File: config.mk
export PLATFORM = sky130hd
export DESIGN_NAME = alu_arbiter
export DESIGN_NICKNAME = d
export VERILOG_FILES = /design/src/rtl/alu_arbiter.sv
export SDC_FILE = /design/constraint.sdc
export NUM_CORES = 1
export LEC_CHECK = 0
export BUFFER_PORTS_ARGS = -buffer_cell sky130_fd_sc_hd__buf_2
export CORE_ASPECT_RATIO = 1.5
export CORE_MARGIN = 4
export CORE_UTILIZATION = 62
export DETAILED_ROUTE_END_ITERATION = 16
export PLACE_DENSITY_LB_ADDON = 0.25
export REMOVE_ABC_BUFFERS = 1
export SLEW_MARGIN = 10
export SYNTH_ARGS = -nofsm -noshare
export SYNTH_HDL_FRONTEND = slang
export SYNTH_SLANG_ARGS = --single-unit
File: constraint.sdc
create_clock -name clk -period 5.2 [get_ports clk]
set_clock_uncertainty 0.05 [all_clocks]
set_input_delay 1.04 -clock clk [delete_from_list [all_inputs] [get_ports clk]]
set_output_delay 1.04 -clock clk [all_outputs]
set_load 0.005 [all_outputs]
File: src/rtl/alu_arbiter.sv
// -----------------------------------------------------------------------------
// alu_arbiter
//   Shares one ALU between NUM_REQ requesters. A round-robin arbiter grants a
//   single request in IDLE, the operands are registered, the ALU result is
//   captured in EXEC, and RESP holds the result until the owner accepts it.
//
// Handshakes: a transfer happens on a rising clk edge where valid and ready
//   are both high for the same index. reqReady is only raised for a requester
//   whose reqValid is high, and at most one bit at a time. rspValid holds
//   until the matching rspReady is seen. rspReady on other bits is ignored.
//
// Ports
//   clk        rising-edge clock
//   rstN       asynchronous active-low reset
//   reqValid   per-requester operation valid
//   reqReady   per-requester grant (combinational, IDLE only)
//   reqA/reqB  per-requester 32-bit operands, slice [32*i +: 32]
//   reqOp      per-requester ALU opcode, slice [3*i +: 3]
//   rspValid   one-hot result valid for the granted requester
//   rspReady   per-requester result accept
//   rspResult  registered ALU result
//   rspZero    registered zero flag
//   busy       high whenever the FSM is not IDLE
//   opCount    completed response handshakes, wraps
//   dbgState   current FSM state (0 IDLE, 1 EXEC, 2 RESP)
// -----------------------------------------------------------------------------
module alu_arbiter #(
   parameter int NUM_REQ   = 2,
   parameter int CNT_WIDTH = 16
) (
   input  logic                   clk,
   input  logic                   rstN,
   input  logic [NUM_REQ-1:0]     reqValid,
   output logic [NUM_REQ-1:0]     reqReady,
   input  logic [NUM_REQ*32-1:0]  reqA,
   input  logic [NUM_REQ*32-1:0]  reqB,
   input  logic [NUM_REQ*3-1:0]   reqOp,
   output logic [NUM_REQ-1:0]     rspValid,
   input  logic [NUM_REQ-1:0]     rspReady,
   output logic [31:0]            rspResult,
   output logic                   rspZero,
   output logic                   busy,
   output logic [CNT_WIDTH-1:0]   opCount,
   output logic [1:0]             dbgState
);

   localparam int IDX_W = (NUM_REQ > 1) ? $clog2(NUM_REQ) : 1;

   typedef enum logic [1:0] {IDLE = 2'd0, EXEC = 2'd1, RESP = 2'd2} state_t;

   state_t               state_q, state_d;
   logic [IDX_W-1:0]     rrPtr_q, rrPtr_d;
   logic [IDX_W-1:0]     gnt_q;
   logic [31:0]          opA_q, opB_q;
   logic [2:0]           op_q;
   logic [31:0]          result_q;
   logic                 zero_q;
   logic [CNT_WIDTH-1:0] opCount_q, opCount_d;

   logic                 anyValid;
   logic                 found;
   logic [IDX_W-1:0]     winIdx;
   logic [IDX_W:0]       candSum;
   logic [IDX_W-1:0]     cand;
   logic [31:0]          selA, selB;
   logic [2:0]           selOp;
   logic [31:0]          aluResult;
   logic                 grant;
   logic                 rspDone;

   // Round-robin scan: first valid requester at or above rrPtr, wrapping.
   always_comb begin
      anyValid = |reqValid;
      found    = 1'b0;
      winIdx   = '0;
      candSum  = '0;
      cand     = '0;
      for (int k = 0; k < NUM_REQ; k++) begin
         candSum = {1'b0, rrPtr_q} + (IDX_W+1)'(k);
         if (candSum >= (IDX_W+1)'(NUM_REQ)) begin
            candSum = candSum - (IDX_W+1)'(NUM_REQ);
         end
         cand = candSum[IDX_W-1:0];
         if (!found && reqValid[cand]) begin
            found  = 1'b1;
            winIdx = cand;
         end
      end
   end

   // Operand mux for the winner.
   always_comb begin
      selA  = '0;
      selB  = '0;
      selOp = '0;
      for (int k = 0; k < NUM_REQ; k++) begin
         if (winIdx == IDX_W'(k)) begin
            selA  = reqA[32*k +: 32];
            selB  = reqB[32*k +: 32];
            selOp = reqOp[3*k +: 3];
         end
      end
   end

   // ALU on the registered operands; SLT is an unsigned compare.
   always_comb begin
      case (op_q)
         3'b000:  aluResult = opA_q + opB_q;
         3'b001:  aluResult = opA_q - opB_q;
         3'b010:  aluResult = opA_q & opB_q;
         3'b011:  aluResult = opA_q | opB_q;
         3'b100:  aluResult = opA_q ^ opB_q;
         3'b101:  aluResult = (opA_q < opB_q) ? 32'd1 : 32'd0;
         default: aluResult = 32'd0;
      endcase
   end

   assign grant   = (state_q == IDLE) && anyValid;
   assign rspDone = (state_q == RESP) && rspReady[gnt_q];

   assign rrPtr_d   = grant ? ((winIdx == IDX_W'(NUM_REQ-1)) ? '0 : winIdx + IDX_W'(1))
                            : rrPtr_q;
   assign opCount_d = rspDone ? opCount_q + CNT_WIDTH'(1) : opCount_q;

   // FSM state register.
   always_ff @(posedge clk or negedge rstN) begin
      if (!rstN) begin
         state_q <= IDLE;
      end else begin
         state_q <= state_d;
      end
   end

   // FSM next state.
   always_comb begin
      state_d = state_q;
      case (state_q)
         IDLE:    if (anyValid) state_d = EXEC;
         EXEC:    state_d = RESP;
         RESP:    if (rspReady[gnt_q]) state_d = IDLE;
         default: state_d = IDLE;
      endcase
   end

   // FSM outputs. reqReady is also gated by rstN so no grant is offered while
   // reset is held, even though the state already reads IDLE.
   always_comb begin
      reqReady = '0;
      rspValid = '0;
      busy     = (state_q != IDLE);
      dbgState = state_q;
      if (rstN && grant) begin
         reqReady[winIdx] = 1'b1;
      end
      if (state_q == RESP) begin
         rspValid[gnt_q] = 1'b1;
      end
   end

   // Datapath registers.
   always_ff @(posedge clk or negedge rstN) begin
      if (!rstN) begin
         rrPtr_q   <= '0;
         gnt_q     <= '0;
         opA_q     <= '0;
         opB_q     <= '0;
         op_q      <= '0;
         result_q  <= '0;
         zero_q    <= 1'b0;
         opCount_q <= '0;
      end else begin
         rrPtr_q   <= rrPtr_d;
         opCount_q <= opCount_d;
         if (grant) begin
            gnt_q <= winIdx;
            opA_q <= selA;
            opB_q <= selB;
            op_q  <= selOp;
         end
         if (state_q == EXEC) begin
            result_q <= aluResult;
            zero_q   <= (aluResult == 32'd0);
         end
      end
   end

   assign rspResult = result_q;
   assign rspZero   = zero_q;
   assign opCount   = opCount_q;

endmodule

After elaboration in Yosys (flattened, before gate mapping)
Index checks and enable logic that the tools add are counted.
{ "word_totals": {"input_bits": 140, "reg_bits": 120} }
{ "op_classes": {"bitwise": 3, "reduce_logical": 13, "n_eq_ne": 9, "n_addsub": 7, "mux": 26, "order_cmp": 9} }
{ "ops": {"columns": ["op", "count"], "rows": [
  ["32-bit case mux with 6 select lines", 1],
  ["32-bit two-way mux", 2],
  ["32-bit adder", 1],
  ["32-bit bitwise AND", 1],
  ["32-bit logical NOT", 1],
  ["32-bit less-than comparator", 1],
  ["32-bit bitwise OR", 1],
  ["32-bit subtractor", 1],
  ["32-bit bitwise XOR", 1],
  ["16-bit by 1-bit adder with 16-bit output, second input constant", 1],
  ["1-bit two-way mux", 15],
  ["1-bit by 2-bit less-than comparator with 1-bit output, second input constant", 4],
  ["2-bit two-way mux", 4],
  ["3-bit by 2-bit == test with 1-bit output, second input constant", 2],
  ["3-bit == test, second input constant", 2],
  ["1-bit logical AND", 6],
  ["2-bit case mux with 3 select lines", 1],
  ["3-bit by 1-bit == test with 1-bit output, second input constant", 1],
  ["3-bit logical NOT", 1],
  ["3-bit two-way mux", 1],
  ["1-bit by 1-bit adder with 2-bit output, second input constant", 1],
  ["1-bit demux with 1-bit select", 2],
  ["2-bit by 1-bit == test with 1-bit output, second input constant", 1],
  ["2-bit == test, second input constant", 1],
  ["other kinds (12)", 14]
]} }

Logic depth before layout (Yosys ltp)
{ "depth": {"depth_word": 13, "ltp_mapped": 14} }

Worst setup path before layout
No wires, ideal clock.
{ "synth_path": {"kind": "register to register", "from": "reg opA_q[1]", "to": "reg zero_q (netlist: rspZero)", "slack_ns": 1.760, "path_stages_with_launch": 14, "setup_ns": 0.067, "t_required_ns": 5.083, "arrival_ns": 3.322, "period_less_slack_ns": 3.440, "path_cell_list": "dfrtp_1 > inv_1 > ha_1 > o21ba_1 > or4_4 > a21boi_4 > o21ai_4 > a21bo_2 > a221oi_2 > nand4_1 > or4_1 > nor4_1 > and4_1 > a32o_1"} }
{ "synth_via": {"elab_chain_len": 4, "word_cells_on_any_way": 9} }
{ "synth_lines": {"columns": ["element", "line", "source"], "rows": [
  ["start: declaration", "54", "logic [31:0] opA_q, opB_q;"],
  ["start signal: assignment", "176", "opA_q <= selA;"],
  ["32-bit less-than comparator", "113", "3'b101: aluResult = (opA_q < opB_q) ? 32'd1 : 32'd0;"],
  ["1-bit two-way mux", "113", null],
  ["32-bit case mux with 6 select lines (*)", "107", "case (op_q)"],
  ["32-bit logical NOT (*)", "182", "zero_q <= (aluResult == 32'd0);"],
  ["end signal: assignment", "182", null],
  ["end: declaration", "57", "logic zero_q;"]
]} }
Every way passes the cells marked *; elsewhere a longest branch is shown, timed or not.
A chain may end at the register's enable or synchronous reset.

Final worst setup path
{ "layout_path": {"from": "reg opA_q[4]", "to": "reg zero_q (netlist: rspZero)"} }
The elaborated chain is that of the path after synthesis.

==> flow_summary.toml <==
[worst_hold_path]
hold_class = "flip-flop to flip-flop"
min_path_cells = 2

[floorplanning]
coreArea_sq_mm = 0.0167
die_h_um = 167
fp.dieArea_sq_mm = 0.0191
num_io_pins = 196
start_util = 0.628
die_w_um = 114
row_count = 58

[synthesis]
synth_cell_types = 83
synth.yosys.seq_area_share = 0.286
synthFlopType = "dfrtp_1"
synth-seq-cells = 120
netlist_instances = 1287
syn_area_sq_mm = 0.0105
synth_edf_count = 0
async_flop_share = 1.00
yosys_warnings = 0
postSynthAreaPerCell_sq_um = 8.15

[critical_path]
path_common_cell = "a41oi_1"
path_delay_family = "compound AO/OA/AOI/OAI gates"
path_cells = "inv_1 -> ha_1 -> nor3b_1 -> nor3_4 -> a21oi_2 -> o311ai_1 -> a41oi_1 -> a41oi_1 -> o31ai_1 -> a221o_1 -> mux2_2 -> a22oi_1 -> a32o_1"
crit_arrival_ns = 4.65
cpMaxStageDelayCell = "a41oi_1"
cp_num_cells = 13
crit_required_ns = 5.52
startpoint_type = "flip-flop"
crit_type = "flip-flop to flip-flop"
path_buf_inv = 1
ff2ff_path_depth = 13
end_kind = "flip-flop"
r2r_slack_ns = 0.87
crit_fanout = 13
slowest_delay_ns = 0.55

[timing]
hold_slack_ns = 0.417
setup_viol = 0
max_freq_ghz = 0.231
period_minus_slack_ns = 4.33
rsz0062_at_grt = "no"
maxSlewViolCount = 0
slew_headroom = 0.265
hold_viol_final = 0
worst_pin_slew_ns = 1.10
fin_crit_sh = 0.833

[global_routing]
overflow = 0
grt_pass1_wl_mm = 57.3
grt_max_degree = 69
track_usage = 0.379
grt_pass1_vias = 11200
grt_antenna_before_repair = 0

[finish]
fin_nets = 1690
fill_cells = 1312
multi_input_area_sq_mm = 0.00658
area_growth_pct = 16.4
regArea_sq_mm = 0.00300
diodes = 0
drive_above_1_share = 0.190

[clocking]
cts.repair.resized = 0
numCtsBuffers = 17
cts_tree = "built"
clkLatencyLatePin_ns = 0.44
htree_levels = 4
cts.sinks = 120
cts_max_path_buffers = 2
cts-root-buf = "clkbuf_16"
post-cts-setup-buffers = 0
path_clk_slew_ns = 0.06
cts_hold_buf = 0

[detailed_routing]
wl_per_cell_um = 22.0
drt_iter0_markers = 1314
drt.antenna.violating_nets = 0
vias = 11200
drc = 0
dr.pass1.iters = 13
wirelength_mm = 36.6
via_per_inst = 6.70

[pwr]
power_per_cell_area_mw_per_mm2 = 835
leakagePower_nw = 6.08
power_mw = 10.2
ir_worst_vdd_mv = 0.645

[job]
drv_cap = 0

[place]
globalplace.congestion = 1.02
port_buffers = 195
place_hpwl_mm = 27.5

[outcome]
outcome = "completed"
## synth_stat cells (6+ instances only)
master       n  area (sq um)
mux2_2       6          67.6
o21bai_1     7          52.6
ha_1       107          1340
nand2b_1    10          62.6
clkbuf_1    57           214
nor4_1      15          93.8
o21ai_0     63           315
o2111ai_1    6          52.6
dfrtp_1    120          3000
a222oi_1    68           681
o31ai_1     19           143
o211ai_1    25           188
buf_2       16          80.1
o21a_1       9          67.6
nor3_1      22           110
nand3_1     28           140
nand4_1     15          93.8
a31oi_1     17           106
o211a_1      6          60.1
a21oi_1     83           415
inv_1      166           623
a21o_1      11          82.6
and3_1      11          68.8
nand2_1    108           405
xor2_1       8          70.1
mux2i_1      8          80.1
nor2_1     102           383
nor2b_1     18           113
xnor2_1     23           201
a211oi_1    22           165
## sequential cells by signal, indices dropped and copies added, names as in the netlist
name	flops
rspZero	1
opCount	16
rrPtr_q	1
gnt_q	1
opB_q	32
rspResult	32
opA_q	32
op_q	3
dbgState	2
## layout by cell type, fill, tap and decap left out, types with 17 or more instances in the layout
master / count
buf_2: 194
inv_1: 166
dfrtp_1: 119
nand2_1: 108
ha_1: 107
nor2_1: 101
a21oi_1: 83
a222oi_1: 68
o21ai_0: 63
nand3_1: 28
o211ai_1: 25
xnor2_1: 23
a211oi_1: 21
nor3_1: 21
buf_4: 21
o31ai_1: 19
nor2b_1: 17
a31oi_1: 17
clkbuf_16: 17
## report_power, final
part	internal (mW)	leakage, nW	switching, mW	total, mW
clock	0.771	0.290	0.488	1.26
sequential	1.34	1.51	0.480	1.82
combinational	2.53	4.29	4.59	7.12
## stage by stage
step                 util  instances  setup TNS, ns  worst slack, ns  instance area, sq um
floorplan               -       1207         -22.35           -0.946                 10200
global placement    0.695       1632              0             1.09                 11600
detailed placement  0.695       1632              0            0.991                 11600
CTS                 0.731       1664              0            0.971                 12200
global route        0.731       1664              0            0.590                 12200
finish              0.731       1664              0            0.870                 12200
## cell families after synthesis
family	count (synthesis)	synth area share
DFF	120	0.286
buffers and inverters	246	0.0907
xor gates and xnor gates	31	0.0259
AOI/OAI and AO/OA	409	0.286
adders and majority gates	109	0.132
muxes	15	0.0162
and+or+nand+nor	357	0.163
## final cells by class
type	count	share of cell area
Tap cell	210	0.0215
Timing Repair Buffer	215	0.0925
Sequential cell	120	0.246
Multi-Input combinational cell	921	0.539
Clock inverter	13	0.0139
Clock buffer	19	0.0363
Inverter	166	0.0510
## worst register-to-register path, cell delays in order, from the launching register on
cell	delay, ns
dfrtp_1	0.40
inv_1	0.06
ha_1	0.53
nor3b_1	0.16
nor3_4	0.36
a21oi_2	0.12
o311ai_1	0.48
a41oi_1	0.32
a41oi_1	0.55
o31ai_1	0.19
a221o_1	0.33
mux2_2	0.27
a22oi_1	0.22
a32o_1	0.21
## metal layers
metal	GRT usage	wire, um	up-vias
met5	0	0	-
met4	0.259	2770	0
met3	0.0676	2850	192
met2	0.663	18600	657
met1	0.406	12400	5289
li1	-	-	5013
## worst paths after layout
| path | start | endpoint |
|---|---|---|
| min reg2reg | rspResult[5] | rspResult[5] |
| min in group asynchronous | rstN | rspResult[10] |
| min | rspResult[5] | rspResult[5] |
| max in group asynchronous | rstN | opA_q[17] |
| max reg2reg | opA_q[4] | rspZero |
| max | opA_q[4] | rspZero |
(Power assumes the default switching activity.)
